## src/rtl/zsig_delay.sv

```systemverilog
// Multi-channel strobe delay/skew emulator. Each channel reproduces din after
// programmable rise/fall delays, with inertial (glitch-suppressing) or latched mode.
//
// state  | meaning
// S_IDLE | dout matches the sampled input, or a zero-delay edge is copied through
// S_PEND | a transition is counting down in cnt before it is committed to dout
module zsig_delay #(
  parameter int                  CHANNELS = 6,
  parameter int                  CH_W     = 3,
  parameter int                  CNT_W    = 4,
  parameter int                  DEF_RISE = 2,
  parameter int                  DEF_FALL = 3,
  parameter logic [CHANNELS-1:0] RST_VAL  = {CHANNELS{1'b1}}
) (
  input  logic                fclk,
  input  logic                rst_n,
  input  logic [CHANNELS-1:0] din,
  input  logic                cfg_we,
  input  logic [CH_W-1:0]     cfg_ch,
  input  logic [CNT_W-1:0]    cfg_rise,
  input  logic [CNT_W-1:0]    cfg_fall,
  input  logic                cfg_inertial,
  output logic [CHANNELS-1:0] dout,
  output logic [CHANNELS-1:0] busy,
  output logic [CHANNELS-1:0] sup
);

  typedef enum logic {S_IDLE, S_PEND} state_t;

  state_t              state_q [CHANNELS];
  state_t              state_d [CHANNELS];
  logic [CNT_W-1:0]    cnt_q   [CHANNELS];
  logic [CNT_W-1:0]    cnt_d   [CHANNELS];
  logic [CNT_W-1:0]    rise_q  [CHANNELS];
  logic [CNT_W-1:0]    fall_q  [CHANNELS];
  logic [CHANNELS-1:0] inert_q;
  logic [CHANNELS-1:0] din_q;
  logic [CHANNELS-1:0] dout_q;
  logic [CHANNELS-1:0] dout_d;
  logic [CHANNELS-1:0] sup_q;
  logic [CHANNELS-1:0] sup_d;
  logic [CHANNELS-1:0] cfg_hit;

  // Matching against in-range indices only makes out-of-range writes no-ops.
  always_comb begin
    cfg_hit = '0;
    for (int i = 0; i < CHANNELS; i++)
      cfg_hit[i] = cfg_we && (cfg_ch == CH_W'(i));
  end

  always_comb begin
    logic [CNT_W-1:0] dly;
    dly    = '0;
    dout_d = dout_q;
    sup_d  = '0;
    for (int i = 0; i < CHANNELS; i++) begin
      state_d[i] = state_q[i];
      cnt_d[i]   = cnt_q[i];
      dly        = din_q[i] ? rise_q[i] : fall_q[i];
      case (state_q[i])
        S_IDLE: begin
          if (din_q[i] != dout_q[i]) begin
            if (dly == '0) begin
              dout_d[i] = din_q[i];
            end else begin
              cnt_d[i]   = dly - CNT_W'(1);
              state_d[i] = S_PEND;
            end
          end
        end
        S_PEND: begin
          // A reverted input cancels even when the count has just expired.
          if (inert_q[i] && (din_q[i] == dout_q[i])) begin
            state_d[i] = S_IDLE;
            sup_d[i]   = 1'b1;
          end else if (cnt_q[i] == '0) begin
            dout_d[i]  = ~dout_q[i];
            state_d[i] = S_IDLE;
          end else begin
            cnt_d[i] = cnt_q[i] - CNT_W'(1);
          end
        end
        default: state_d[i] = S_IDLE;
      endcase
    end
  end

  always_ff @(posedge fclk or negedge rst_n) begin
    if (!rst_n) begin
      din_q  <= RST_VAL;
      dout_q <= RST_VAL;
      sup_q  <= '0;
      for (int i = 0; i < CHANNELS; i++) begin
        state_q[i] <= S_IDLE;
        cnt_q[i]   <= '0;
      end
    end else begin
      din_q  <= din;
      dout_q <= dout_d;
      sup_q  <= sup_d;
      for (int i = 0; i < CHANNELS; i++) begin
        state_q[i] <= state_d[i];
        cnt_q[i]   <= cnt_d[i];
      end
    end
  end

  always_ff @(posedge fclk or negedge rst_n) begin
    if (!rst_n) begin
      inert_q <= '1;
      for (int i = 0; i < CHANNELS; i++) begin
        rise_q[i] <= CNT_W'(DEF_RISE);
        fall_q[i] <= CNT_W'(DEF_FALL);
      end
    end else begin
      for (int i = 0; i < CHANNELS; i++) begin
        if (cfg_hit[i]) begin
          rise_q[i]  <= cfg_rise;
          fall_q[i]  <= cfg_fall;
          inert_q[i] <= cfg_inertial;
        end
      end
    end
  end

  always_comb begin
    busy = '0;
    for (int i = 0; i < CHANNELS; i++)
      busy[i] = (state_q[i] == S_PEND);
  end

  assign dout = dout_q;
  assign sup  = sup_q;

endmodule

```

## config.mk

```make
export PLATFORM = sky130hd
export DESIGN_NAME = zsig_delay
export DESIGN_NICKNAME = d
export VERILOG_FILES = /design/src/rtl/zsig_delay.sv
export SDC_FILE = /design/constraint.sdc
export NUM_CORES = 1
export LEC_CHECK = 0
export ABC_AREA = 1
export BUFFER_PORTS_ARGS = -buffer_cell sky130_fd_sc_hd__buf_2
export CAP_MARGIN = 20
export CORE_MARGIN = 5
export CORE_UTILIZATION = 50
export DETAILED_ROUTE_END_ITERATION = 16
export PLACE_DENSITY = 0.69
export RECOVER_POWER = 100
export SETUP_SLACK_MARGIN = 0.2
export SLEW_MARGIN = 10
export SYNTH_ARGS = -nofsm -noshare
export SYNTH_HDL_FRONTEND = slang
export SYNTH_SLANG_ARGS = --single-unit
```

## constraint.sdc

```tcl
create_clock -name fclk -period 2.5 [get_ports fclk]
set_input_delay 0.125 -clock fclk [delete_from_list [all_inputs] [get_ports fclk]]
set_output_delay 0.125 -clock fclk [all_outputs]
set_load 0.05 [all_outputs]
```

==> results.md, run 1 <==
* Status: complete, no violations
* Data arrival, critical path at 2.14 ns
* Top delay family on crit path: flip-flops
* Setup TNS at 0 ns
* IO Pins at 39
* Total CTS buffers at 9
* Global route overflow at 0
* CTS tree: built
* Synth area leader: dfrtp_1
* Core area at 0.0109 mm2
* Final WS setup at 0.675 ns
* Post-Syn Instances at 743
* WP buf/inv at 1
* Slew Limit Headroom at 26.9%
* Synthesized flop and latch total at 102
* Final instance count without filler cells at 929
* CP Launch Type: flip-flop
* Post-CTS Setup Bufs at 0
* Die extent in y at 116 um
* Pre-CTS WS at 0.809 ns
* Vias in the first global route at 4643
* Via count at 4776
* Primary FF master, synth: dfrtp_1
* Post-Place Cells at 906
* Post-route minimum period at 1.82 ns
* Switching Share at 46.6%
* Core Rows at 38
* Power share of the clock group at 14.7%
* Crit. End Element: flip-flop
* NumNets Final at 811
* Vias per cell at 5.14
* Top cells by area in the synthesized netlist: dfrtp_1 30%, nand2_1 19%, dfstp_2 17%
* DR pass1 iterations at 5
* H-tree levels at 3
* EDFF count, synth at 0
* Peak VDD IR at 678 uV
* Top-area cell type share of the netlist area at 29.5%
* Post-Syn Area per Cell at 7.53 um2
* DP Wirelength at 8.66 mm
* # DRC at 0
* Layout cells sized above 1 at 11.8%
* Synth cell count leaders: 280 x nand2_1, 74 x nand3_1, 67 x inv_1
* Syn Nets at 770
* Antenna Cells at 0
* IO Port Bufs at 38
* Slowest Stage Delay on Critical Path at 0.73 ns
* Sequential share of the synthesized area at 46.4%
* Final wirelength at 11.7 mm
* Die area at 0.0134 mm2
* Internal power at 3.65 mW
* Final setup violating endpoints at 0
* Mapped cell area at 0.00560 mm2
* Post-DR wirelength/cell at 12.6 um
* CTS Sinks at 102
* Worst-margin pin slew at 1.10 ns
* Yosys cell types at 30
* Power per Cell Area at 1140 mW/mm2
* Largest net degree at the start of global routing at 46
* Critical Path Slowest Stage Cell: dfstp_1
* Switch Pwr at 3.18 mW
* Critical path's most frequent cell: nand2_1
* Min-Delay Path Class: in2reg
* Critical path type: reg2reg
* Post-cts resize count at 0
* Fill count at 1047
* Antenna Violating Nets Remaining at 0
* Clock transition at path regs at 0.11 ns
* Highest clock rate at 0.548 GHz
* Die X-Extent at 116 um
* Post-synthesis async set-or-reset flop share at 100%
* Crit path required time at 2.81 ns
* Worst-Skew Late Latency at 0.37 ns
* Gpl congestion at 0.907
* Final Hold Fails at 0
* MaxCap Viol Count at 0
* Seq pwr share at 39.1%
* Synth warn at 0
* Synth-to-Final Area Change at 7.11%
* Initial antenna violation count at 0
* Leakage at 3.15 nW
* Setup Skew at 0.00924 ns
* Unrepaired setup endpoints after global routing: false
* Initial DRC count at 257
* Global-route wire length before repair at 20.5 mm
* Starting density of the core at 51.4%
* Crit Path Max Fanout at 11
* Maximum buffer depth of the clock tree at 2
* Critical path cell sequence: inv_1 -> nand2_1 -> nand2_1 -> nand2_1 -> nand2_1 -> ha_1 -> nand3b_1 -> nand2_1 -> nand3_1 -> nand2_1
* CTS Root Cell: clkbuf_8
* Crit share post-route at 73.0%
* Total GRT Usage at 19.0%
* Most common cell in the synthesized netlist: nand2_1
* Max Slew Vio Count at 0
* Comb power frac at 46.1%
==> final timing paths <==
path | slack [ns] | end | depth (start not counted) | start
min in group asynchronous | 0.49 | sup[3] | 2 | rst_n
setup reg to reg | 0.68 | cnt_q[6] | 10 | din_q[4]
hold / removal | 0.12 | fall_q[14] | 3 | cfg_fall[2]
hold reg to reg | 0.50 | dout[4] | 2 | dout[4]
max in group asynchronous | 0.69 | rise_q[0] | 3 | rst_n
setup / recovery | 0.68 | cnt_q[6] | 10 | din_q[4]
==> placed cells by master (no fill, tap or decap), types with 2 or more instances in the layout <==
cell           count
nand2_1          283
nand3_1           79
inv_1             71
o21ai_0           68
dfrtp_1           66
nor2_1            41
dfstp_2           21
buf_2             19
clkbuf_1          19
nand4_1           18
dfstp_1           15
nand2_2           13
clkbuf_8           9
dlygate4sd3_1      7
inv_2              6
nand3b_1           6
ha_1               6
or2_1              4
nor2_2             4
o21ai_2            4
nand3_2            4
inv_6              4
o21bai_1           3
o21ai_1            3
clkbuf_2           3
or2_2              2
a21oi_1            2
a21o_1             2
inv_8              2
==> area by class of cell <==
class	count	area [um2]	share of cell area, %
clock buffer	9	124	2.07
clock inverter	7	62.6	1.04
inverter	78	298	4.97
multi-input combinational	545	2490	41.5
sequential	102	2600	43.3
tap	140	175	2.92
timing repair buffer	48	251	4.19
==> power by group through the flow <==
stage          sequential [mW]  clock, mW  combinational [mW]
2_1_floorplan             2.96          0                2.40
3_3_place_gp              2.69          0                3.14
5_1_grt                   2.75       1.13                3.64
3_5_place_dp              2.70          0                3.25
4_1_cts                   2.68       1.05                3.25
6_report                  2.67       1.01                3.15
==> kinds of logic (layout without fill, tap and decap cells) <==
family | after synthesis | after routing | synth area share (%)
buffers and inverters | 96 | 142 | 8.14
adders and majority gates | 6 | 6 | 1.34
xor gates and xnor gates | 1 | 1 | 0.156
AOI/OAI and AO/OA | 83 | 83 | 8.07
DFF | 102 | 102 | 46.4
and+or+nand+nor | 455 | 455 | 35.9
==> layer usage <==
| metal | global-route usage (%) | vias to the layer above | part of all wire [%] |
|---|---|---|---|
| met5 | 0 | - | 0 |
| met1 | 23.7 | 2219 | 46 |
| li1 | - | 2459 | - |
| met4 | 3.48 | 0 | 0.65 |
| met3 | 5.48 | 6 | 4.2 |
| met2 | 33.1 | 92 | 49 |
==> metrics by stage <==
| stage | hold slack [ns] | cell area [um2] | total power, mW | utilization [%] |
|---|---|---|---|---|
| 4_1_cts | 0.104 | 6090 | 6.98 | 55.9 |
| 5_1_grt | 0.117 | 6000 | 7.53 | 55.1 |
| 3_5_place_dp | 0.156 | 5830 | 5.94 | 53.6 |
| 3_3_place_gp | 0.154 | 5830 | 5.83 | 53.6 |
| 6_report | 0.121 | 6000 | 6.83 | 55.1 |
| 2_1_floorplan | -0.171 | 5600 | 5.36 | - |
==> worst reg2reg max path: stages, from the launching register on <==
cell,delay (ns)
dfstp_1,0.73
inv_1,0.18
nand2_1,0.09
nand2_1,0.06
nand2_1,0.06
nand2_1,0.09
ha_1,0.21
nand3b_1,0.16
nand2_1,0.07
nand3_1,0.07
nand2_1,0.06
==> registers in the layout (all words and copies together) (netlist names) <==
name	count
din_q	6
rise_q	24
cnt_q	24
dout	6
busy	6
fall_q	24
sup	6
inert_q	6
==> repair_timing <==
action	CTS	global route
setup endpoints to repair	0	0
hold buffers	7	0
endpoints found under the hold margin	34	0
Note: power is estimated with default switching activity, not from simulation.
==> run 2: changes to the inputs <==
--- a/config.mk
+++ b/config.mk
@@ -11,7 +11,7 @@
 export CORE_MARGIN = 5
 export CORE_UTILIZATION = 50
 export DETAILED_ROUTE_END_ITERATION = 16
-export PLACE_DENSITY = 0.69
+export PLACE_DENSITY = 0.72
 export RECOVER_POWER = 100
 export SETUP_SLACK_MARGIN = 0.2
 export SLEW_MARGIN = 10
==> constraint.sdc (replaced) <==
create_clock -name fclk -period 1.64 [get_ports fclk]
set_input_delay 0.082 -clock fclk [delete_from_list [all_inputs] [get_ports fclk]]
set_output_delay 0.082 -clock fclk [all_outputs]
set_load 0.05 [all_outputs]
==> run 2 against run 1 <==
  * Wire length is 18% higher
  * Sequential share of layout area is 6.7 points lower
  * Sequential power is 56% higher
  * Critical endpoint is now cnt_q[12]
  * Non-clock buffer count is 34 higher
  * Largest power group unchanged
  * Die area stayed put
  * First-iteration DRC count is 32% higher
  * Highest routed layer unchanged
  * Largest cell class is now multi-input gates
==> results.md, run 2 (same netlist as run 1, synthesis figures left out) <==
* Status: complete, no violations
* Starting density of the core at 51.4%
* Final wirelength at 13.8 mm
* Synth-to-Final Area Change at 27.1%
* Setup Skew at 0.00558 ns
* Reg2Reg Depth at 9
* Unrepaired setup endpoints after global routing: true
* # DRC at 0
* Post-Place Cells at 910
* Core area at 0.0109 mm2
* Footprint of the multi-input gates at 0.00324 mm2
* DP Wirelength at 8.85 mm
* Via count at 5124
* Min-Delay Path Class: in2reg
* Hold path endpoint: rise_q[6]
* Final instance count without filler cells at 963
* Highest clock rate at 0.648 GHz
* Initial DRC count at 340
* Worst-Skew Late Latency at 0.38 ns
* Final setup violating endpoints at 0
* Global-route wire length before repair at 21.3 mm
* Initial antenna violation count at 0
* Total CTS buffers at 9
* Most common cell after layout, fill and taps aside: nand2_1
* Storage element area at 0.00261 mm2
* NumNets Final at 845
* Leakage at 3.56 nW
* CTS Root Cell: clkbuf_8
* Die X-Extent at 116 um
* Fill count at 857
* Die area at 0.0134 mm2
* Vias in the first global route at 4921
* Antenna Violating Nets Remaining at 0
* Gpl congestion at 0.845
* Die extent in y at 116 um
* Largest net degree at the start of global routing at 39
* Setup TNS at 0 ns
* Slew Limit Headroom at 34.5%
* Crit Path Max Fanout at 6
* R2r endpoint: cnt_q[12]
* IO Port Bufs at 38
* Worst-margin pin slew at 0.983 ns
* Antenna Cells at 0
* Core Rows at 38
* Internal reg-to-reg setup slack at 0.1 ns
* Max Slew Vio Count at 0
* Crit. End Element: flip-flop
* CTS tree: built
* Largest regs: cnt_q (24), fall_q (24), rise_q (24)
* Peak VDD IR at 1100 uV
* Most frequent cells in the layout: 222 x nand2_1, 61 x o21ai_0, 60 x dfrtp_1, 54 x inv_1, 51 x nand2_2
* CTS Sinks at 102
* Critical path type: reg2reg
* DR pass1 iterations at 5
* MaxCap Viol Count at 0
* Clock transition at path regs at 0.10 ns
* Post-DR wirelength/cell at 14.3 um
* Worst r2r src: din_q[2]
* Global route overflow at 0
* Total GRT Usage at 19.6%
* Vias per cell at 5.32
* IO Pins at 39
* Power per Cell Area at 1760 mW/mm2
* Hold_sp: cfg_rise[2]
* Maximum buffer depth of the clock tree at 2
* Hold path depth at 3
* Data arrival, critical path at 1.81 ns
* Final Hold Fails at 0
* Crit path required time at 1.91 ns
* Post-route minimum period at 1.54 ns
* Layout cells sized above 1 at 34.6%
* Worst Setup SP: din_q[2]
* CP Launch Type: flip-flop
* Util after Layout at 65.4%
* H-tree levels at 3
* Crit share post-route at 94.0%
-- run 2: cell types whose count changed in the layout (fill, tap and decap cells not counted), sizes merged --
| cell | change |
|---|---|
| inv | -4 |
| buf | +34 |
| clkbuf | +2 |
| clkinvlp | +3 |
| clkinv | -1 |
-- run 2: worst max-delay path by stage --
stage,endpoint,slack (ns),cells after the start
5_1_grt,cnt_q[12],0.003,9
4_1_cts,cnt_q[6],0.11,9
6_report,cnt_q[12],0.1,9
3_5_place_dp,cnt_q[2],0.01,10
3_3_place_gp,cnt_q[2],0.11,10
2_1_floorplan,cnt_q[5],0.13,8
-- run 2: critical path, stage by stage, from the launching register on --
cell	delay [ns]
dfstp_1	0.60
buf_6	0.17
buf_8	0.14
nand2_4	0.06
o21ai_4	0.07
nor2_4	0.06
nand2_2	0.09
nand3_4	0.11
nand3_2	0.08
nand2_1	0.05
-- run 2: layout make-up --
class / count / area share [%]
clock inverters: 5 / 0.598
clock buffers: 11 / 1.99
flip-flops and latches: 102 / 36.6
inverters: 78 / 4.50
repair buffers: 82 / 8.37
well taps: 140 / 2.46
multi-input cells: 545 / 45.5
-- run 2: metrics by stage --
stage / power, mW / setup slack (ns) / hold slack [ns] / area [um2]
floorplan: 8.47 / 0.127 / -0.214 / 5730
global placement: 9.28 / 0.110 / 0.0905 / 6010
detailed placement: 9.48 / 0.0137 / 0.0893 / 6010
CTS: 11.4 / 0.109 / 0.0564 / 6490
global route: 13.4 / 0.00268 / 0.0993 / 7120
finish: 12.5 / 0.0976 / 0.0792 / 7120
-- run 2: what timing repair did --
action | in CTS | in global routing
hold buffers | 7 | 0
resized for setup | 31 | 159
endpoints found under the hold margin | 33 | 0
setup buffers | 16 | 14
pin swaps | 18 | 79
endpoints found under the setup margin | 16 | 32
-- run 2: metal layers --
| layer | GRT usage, % | share of wire (%) |
|---|---|---|
| met3 | 4.13 | 4.4 |
| met4 | 6.96 | 1.9 |
| met5 | 0 | 0 |
| met1 | 24.8 | 43 |
| met2 | 33.3 | 50 |
-- run 2: report_power, final --
part | switching [mW] | internal (mW) | total (mW)
Sequential | 0.756 | 3.41 | 4.17
Combinational | 4.26 | 2.57 | 6.83
Clock | 0.906 | 0.610 | 1.52
Total | 5.92 | 6.59 | 12.5
